**config.mk**
```make
export PLATFORM = sky130hd
export DESIGN_NAME = lsu_mem_adapter
export DESIGN_NICKNAME = d
export VERILOG_FILES = /design/src/rtl/rv32i_mem_pkg.sv /design/src/rtl/lsu_align.sv /design/src/rtl/lsu_mem_adapter.sv
export SDC_FILE = /design/constraint.sdc
export NUM_CORES = 1
export LEC_CHECK = 0
export ABC_AREA = 1
export CAP_MARGIN = 20
export CORE_MARGIN = 2
export CORE_UTILIZATION = 45
export CTS_CLUSTER_DIAMETER = 80
export DETAILED_ROUTE_END_ITERATION = 10
export PLACE_DENSITY = 0.83
export SYNTH_ARGS = -nofsm -noshare
export SYNTH_HDL_FRONTEND = slang
export SYNTH_HIERARCHICAL = 1
export SYNTH_SLANG_ARGS = --single-unit
```
**constraint.sdc**
```tcl
create_clock -name clk -period 6.5 [get_ports clk]
set_input_delay 1.625 -clock clk [delete_from_list [all_inputs] [get_ports clk]]
set_output_delay 1.625 -clock clk [all_outputs]
set_load 0.03 [all_outputs]
```
**src/rtl/rv32i_mem_pkg.sv**
```systemverilog
// rv32i_mem_pkg
// Shared definitions for the RV32I memory-access stage:
//   - funct3 encodings for loads/stores (F3_B/H/W/BU/HU)
//   - adapter FSM state encoding
//   - legality check, load lane-extract and store lane-merge helpers
package rv32i_mem_pkg;

    localparam logic [2:0] F3_B  = 3'b000;
    localparam logic [2:0] F3_H  = 3'b001;
    localparam logic [2:0] F3_W  = 3'b010;
    localparam logic [2:0] F3_BU = 3'b100;
    localparam logic [2:0] F3_HU = 3'b101;

    typedef enum logic [1:0] {
        IDLE    = 2'd0,
        LD_WAIT = 2'd1,
        RMW     = 2'd2,
        RESP    = 2'd3
    } lsu_state_t;

    // True when the access may touch memory: known funct3 for its
    // direction and natural alignment for halfwords and words.
    function automatic logic access_legal(input logic       write,
                                          input logic [2:0] f3,
                                          input logic [1:0] off);
        logic ok;
        ok = 1'b0;
        case (f3)
            F3_B:  ok = 1'b1;
            F3_H:  ok = (off[0] == 1'b0);
            F3_W:  ok = (off == 2'b00);
            F3_BU: ok = !write;
            F3_HU: ok = !write && (off[0] == 1'b0);
            default: ok = 1'b0;
        endcase
        return ok;
    endfunction

    // Pick the addressed byte/half out of a memory word and extend it.
    function automatic logic [31:0] lane_extract(input logic [31:0] word,
                                                 input logic [2:0]  f3,
                                                 input logic [1:0]  lane);
        logic [7:0]  b;
        logic [15:0] h;
        logic [31:0] res;
        b = word[{lane, 3'b000} +: 8];
        h = lane[1] ? word[31:16] : word[15:0];
        case (f3)
            F3_B:    res = {{24{b[7]}}, b};
            F3_BU:   res = {24'h0, b};
            F3_H:    res = {{16{h[15]}}, h};
            F3_HU:   res = {16'h0, h};
            default: res = word;
        endcase
        return res;
    endfunction

    // Replace the addressed byte/half of a memory word with store data.
    // Word stores return the store data unchanged.
    function automatic logic [31:0] lane_merge(input logic [31:0] word,
                                               input logic [31:0] data,
                                               input logic [2:0]  f3,
                                               input logic [1:0]  lane);
        logic [31:0] m;
        m = word;
        case (f3)
            F3_B: m[{lane, 3'b000} +: 8] = data[7:0];
            F3_H: begin
                if (lane[1]) m[31:16] = data[15:0];
                else         m[15:0]  = data[15:0];
            end
            default: m = data;
        endcase
        return m;
    endfunction

endpackage

```
**src/rtl/lsu_align.sv**
```systemverilog
// lsu_align
// Combinational lane logic. MERGE=0 extracts and extends a load lane from
// mem_word; MERGE=1 merges store_data into the addressed lane of mem_word.
// Ports:
//   mem_word    in  32  word read from memory
//   store_data  in  32  store data (low byte/half used for sub-word)
//   f3          in  3   funct3 of the access
//   lane        in  2   byte offset addr[1:0]
//   result      out 32  extended load value or merged store word
module lsu_align
    import rv32i_mem_pkg::*;
#(
    parameter bit MERGE = 1'b0
) (
    input  logic [31:0] mem_word,
    input  logic [31:0] store_data,
    input  logic [2:0]  f3,
    input  logic [1:0]  lane,
    output logic [31:0] result
);

    logic [31:0] extracted;
    logic [31:0] merged;

    assign extracted = lane_extract(mem_word, f3, lane);
    assign merged    = lane_merge(mem_word, store_data, f3, lane);
    assign result    = MERGE ? merged : extracted;

endmodule

```
**src/rtl/lsu_mem_adapter.sv**
```systemverilog
// lsu_mem_adapter
// Load/store adapter between the memory-access stage and a word-only data
// memory with 1-cycle read latency. Sub-word stores are done as a
// read-modify-write; illegal/misaligned accesses never reach memory.
// Ports:
//   clk, r                 clock, async active-high reset
//   req_valid/req_write    request present / store(1) or load(0)
//   funct3, addr, wdata    RV32I funct3, byte address, store data
//   stall                  hold pipeline (combinational)
//   resp_valid             one-cycle completion pulse (registered)
//   load_data, misaligned  result and rejection flag with resp_valid
//   mem_address/_read_en/_write_en/_write_data  memory command (comb)
//   mem_read_data          memory word, valid the cycle after a read
module lsu_mem_adapter
    import rv32i_mem_pkg::*;
#(
    parameter int ADDR_W = 10
) (
    input  logic              clk,
    input  logic              r,
    input  logic              req_valid,
    input  logic              req_write,
    input  logic [2:0]        funct3,
    input  logic [31:0]       addr,
    input  logic [31:0]       wdata,
    output logic              stall,
    output logic              resp_valid,
    output logic [31:0]       load_data,
    output logic              misaligned,
    output logic [ADDR_W-1:0] mem_address,
    output logic              mem_read_en,
    output logic              mem_write_en,
    output logic [31:0]       mem_write_data,
    input  logic [31:0]       mem_read_data
);

    lsu_state_t        state;
    logic [2:0]        f3_q;
    logic [1:0]        lane_q;
    logic [ADDR_W-1:0] addr_q;
    logic [31:0]       wdata_q;

    logic              legal;
    logic [31:0]       load_ext;
    logic [31:0]       store_merged;

    // High address bits are intentionally dropped: accesses wrap.
    logic unused_addr_hi;
    assign unused_addr_hi = ^addr[31:ADDR_W+2];

    assign legal = access_legal(req_write, funct3, addr[1:0]);

    lsu_align #(.MERGE(1'b0)) u_load_align (
        .mem_word   (mem_read_data),
        .store_data (32'h0),
        .f3         (f3_q),
        .lane       (lane_q),
        .result     (load_ext)
    );

    lsu_align #(.MERGE(1'b1)) u_store_align (
        .mem_word   (mem_read_data),
        .store_data (wdata_q),
        .f3         (f3_q),
        .lane       (lane_q),
        .result     (store_merged)
    );

    always_ff @(posedge clk or posedge r) begin
        if (r) begin
            state      <= IDLE;
            f3_q       <= 3'b0;
            lane_q     <= 2'b0;
            addr_q     <= '0;
            wdata_q    <= 32'h0;
            resp_valid <= 1'b0;
            load_data  <= 32'h0;
            misaligned <= 1'b0;
        end else begin
            resp_valid <= 1'b0;
            case (state)
                IDLE: begin
                    if (req_valid) begin
                        if (!legal) begin
                            state      <= RESP;
                            resp_valid <= 1'b1;
                            misaligned <= 1'b1;
                            load_data  <= 32'h0;
                        end else begin
                            f3_q       <= funct3;
                            lane_q     <= addr[1:0];
                            addr_q     <= addr[ADDR_W+1:2];
                            wdata_q    <= wdata;
                            misaligned <= 1'b0;
                            load_data  <= 32'h0;
                            if (!req_write) begin
                                state <= LD_WAIT;
                            end else if (funct3 == F3_W) begin
                                state      <= RESP;
                                resp_valid <= 1'b1;
                            end else begin
                                state <= RMW;
                            end
                        end
                    end
                end
                LD_WAIT: begin
                    load_data  <= load_ext;
                    state      <= RESP;
                    resp_valid <= 1'b1;
                end
                RMW: begin
                    state      <= RESP;
                    resp_valid <= 1'b1;
                end
                RESP:    state <= IDLE;
                default: state <= IDLE;
            endcase
        end
    end

    // Memory command decode. Reset forces everything quiet so an RMW write
    // in flight is dropped the moment reset asserts.
    always_comb begin
        stall          = 1'b0;
        mem_read_en    = 1'b0;
        mem_write_en   = 1'b0;
        mem_write_data = 32'h0;
        mem_address    = addr_q;
        case (state)
            IDLE: begin
                if (req_valid) begin
                    stall       = 1'b1;
                    mem_address = addr[ADDR_W+1:2];
                    if (legal) begin
                        if (req_write && funct3 == F3_W) begin
                            mem_write_en   = 1'b1;
                            mem_write_data = wdata;
                        end else begin
                            // loads and the read half of SB/SH
                            mem_read_en = 1'b1;
                        end
                    end
                end
            end
            LD_WAIT: stall = 1'b1;
            RMW: begin
                stall          = 1'b1;
                mem_write_en   = 1'b1;
                mem_write_data = store_merged;
            end
            default: ;
        endcase
        if (r) begin
            stall          = 1'b0;
            mem_read_en    = 1'b0;
            mem_write_en   = 1'b0;
            mem_write_data = 32'h0;
            mem_address    = '0;
        end
    end

endmodule
```
==> qor.yml <==
power:
  pwr-share-clk_pct: 12.9
  pwr-share-comb_pct: 64.3
  p_per_area_nw_per_um2: 466
  leakagePower_uw: 0.00431
  p_sw_share_pct: 51.9
  internal-power_uw: 1940
  vdd_drop_max_uv: 168
  p_switching_uw: 2100
  pwr-share-seq_pct: 22.8
clock_network:
  cts.hold.buffers_added: 0
  clock_path_buffers: 2
  root_buffer: "clkbuf_16"
  cts_tree: "done"
  cts_buffers: 9
  post_cts_resized: 0
  cts_setup_buffers: 0
  insertion_delay_ns: 0.35
  path_clk_slew_ns: 0.06
  cts_max_level: 3
  cts.sinks: 83
layout:
  final_common_cell: "nand2_1"
  nFillCells: 1487
  register_area_um2: 2080
  antennaDiodeCount: 0
  multi_input_area_um2: 3930
  syn_to_final_growth_pct: 26.8
  fin_nets: 1388
  final_cell_mix: "nand2_1, nor2_1, clkdlybuf4s50_1"
  final_layout_size_suffix_gt1_share_pct: 5.00
placement:
  port_buffers: 161
  hpwl_mm: 15.9
  dp_slack_ns: 0.736
  routabilityCongestion: 0.961
sta:
  timing.setup.tns_ns: 0
  rsz0062_at_grt: "no"
  hold_violations: 0
  finalCritPeriodShare_pct: 89.2
  setup_viol: 0
  worstMarginPinSlew_ns: 1.02
  clock-skew-final_ns: 0.00806
  fmax_ghz: 0.173
  worst_slack_ns: 0.703
  relSlewSlack_pct: 31.5
  final.min_clock_period_ns: 5.80
  drv_slew: 0
synthesis:
  yosys_warnings: 6
  syn_avg_cell_area_um2: 5.87
  synth_area_um2: 6840
  synth_cells: 1165
  syn_nets: 1278
route:
  drc: 0
  first_pass_iters: 6
  drt_iter0_drc: 896
  ant_nets: 0
  wl_per_cell_um: 15.4
  via_per_inst: 5.33
  num_vias: 7831
  totalWireLength_mm: 22.6
outcome:
  outcome: "complete, no violations"
critical_path:
  startpoint_type: "input port"
  crit_type: "input port to output pin"
  cpMaxStageDelayCell: "clkdlybuf4s50_1"
  worstPathRequired_ns: 4.88
  slowest_delay_ns: 0.70
  cp_common_cell: "clkdlybuf4s50_1"
  end_kind: "output pin"
  cp_max_fo: 35
  crit_arrival_ns: 4.17
  crit_chain: "clkdlybuf4s50_1 > nor2_2 > nand2_1 > nor2_4 > nand4_1 > a21oi_1 > clkdlybuf4s50_1"
floorplanning:
  start_util_pct: 45.5
  dieArea_um2: 16200
  row_count: 45
  core_um2: 15000
  ioPinCount: 182
  die_w_um: 127
  die_h_um: 127
global_route:
  grt_max_degree: 58
  grt_pass1_wl_mm: 36.7
  overflow: 0
  grt.total_usage_pct: 28.2
  grt_pass1_vias: 7233
  antenna_found_initial: 0
worst_hold_path:
  hold_path.class: "flip-flop to flip-flop"
job:
  max_cap_viol_count: 0
critical path: cells and delay by family:
kind            cells  cell delay [ns]
buf+inv             2             1.16
simple gates        4             1.15
compound gates      1             0.21
path summary, 6_finish.rpt:
path                                endpoint  slack (ns)  cells past startpoint   startpoint
setup / recovery           mem_write_data[8]        0.70                      7    funct3[2]
min in group asynchronous          addr_q[5]        1.80                      3            r
setup reg to reg                   addr_q[4]        4.34                      8     state[0]
max in group asynchronous       load_data[5]        3.89                      4            r
hold reg to reg                  wdata_q[13]        0.47                      2  wdata_q[13]
hold / removal                   wdata_q[13]        0.47                      2  wdata_q[13]
metal layers:
| metal | vias up | share of wire (%) | global-route usage [%] | routed length [um] |
|---|---|---|---|---|
| met5 | - | 0 | 0 | 0 |
| met4 | 0 | 3.3 | 12.1 | 745 |
| met3 | 51 | 8.4 | 4.90 | 1900 |
| met2 | 350 | 45 | 44.3 | 10200 |
| met1 | 3566 | 43 | 38.3 | 9680 |
| li1 | 3864 | - | - | - |
power groups by stage:
stage | Clock [uW] | Combinational [uW] | Sequential (uW)
2_1_floorplan | 0 | 1680 | 1050
3_3_place_gp | 0 | 2500 | 918
3_5_place_dp | 0 | 2540 | 928
4_1_cts | 528 | 2560 | 919
5_1_grt | 550 | 2880 | 953
6_report | 521 | 2600 | 922
final cells by class:
cell class / count / share of cell area [%]
Clock buffer: 10 / 2.64
Clock inverter: 6 / 0.750
Inverter: 106 / 4.66
Multi-Input combinational cell: 898 / 45.3
Sequential cell: 83 / 24.0
Tap cell: 188 / 2.71
Timing Repair Buffer: 177 / 20.0
flip-flops by register name, summed over array words and instances (netlist names):
name,flops
load_data,32
f3_q,3
addr_q,10
lane_q,2
resp_valid,1
state,2
misaligned,1
wdata_q,32
metrics by stage:
step / instance area, um2 / instances / hold WS [ns] / utilization (%) / total power (uW)
after global placement: 8350 / 1451 / 0.453 / 55.5 / 3420
after detailed placement: 8350 / 1451 / 0.458 / 55.5 / 3470
after CTS: 8640 / 1467 / 0.474 / 57.5 / 4000
after floorplan: 6840 / 1165 / 0.442 / - / 2730
final: 8670 / 1468 / 0.469 / 57.7 / 4040
after global routing: 8670 / 1468 / 0.493 / 57.7 / 4390
(Power assumes the default switching activity.)
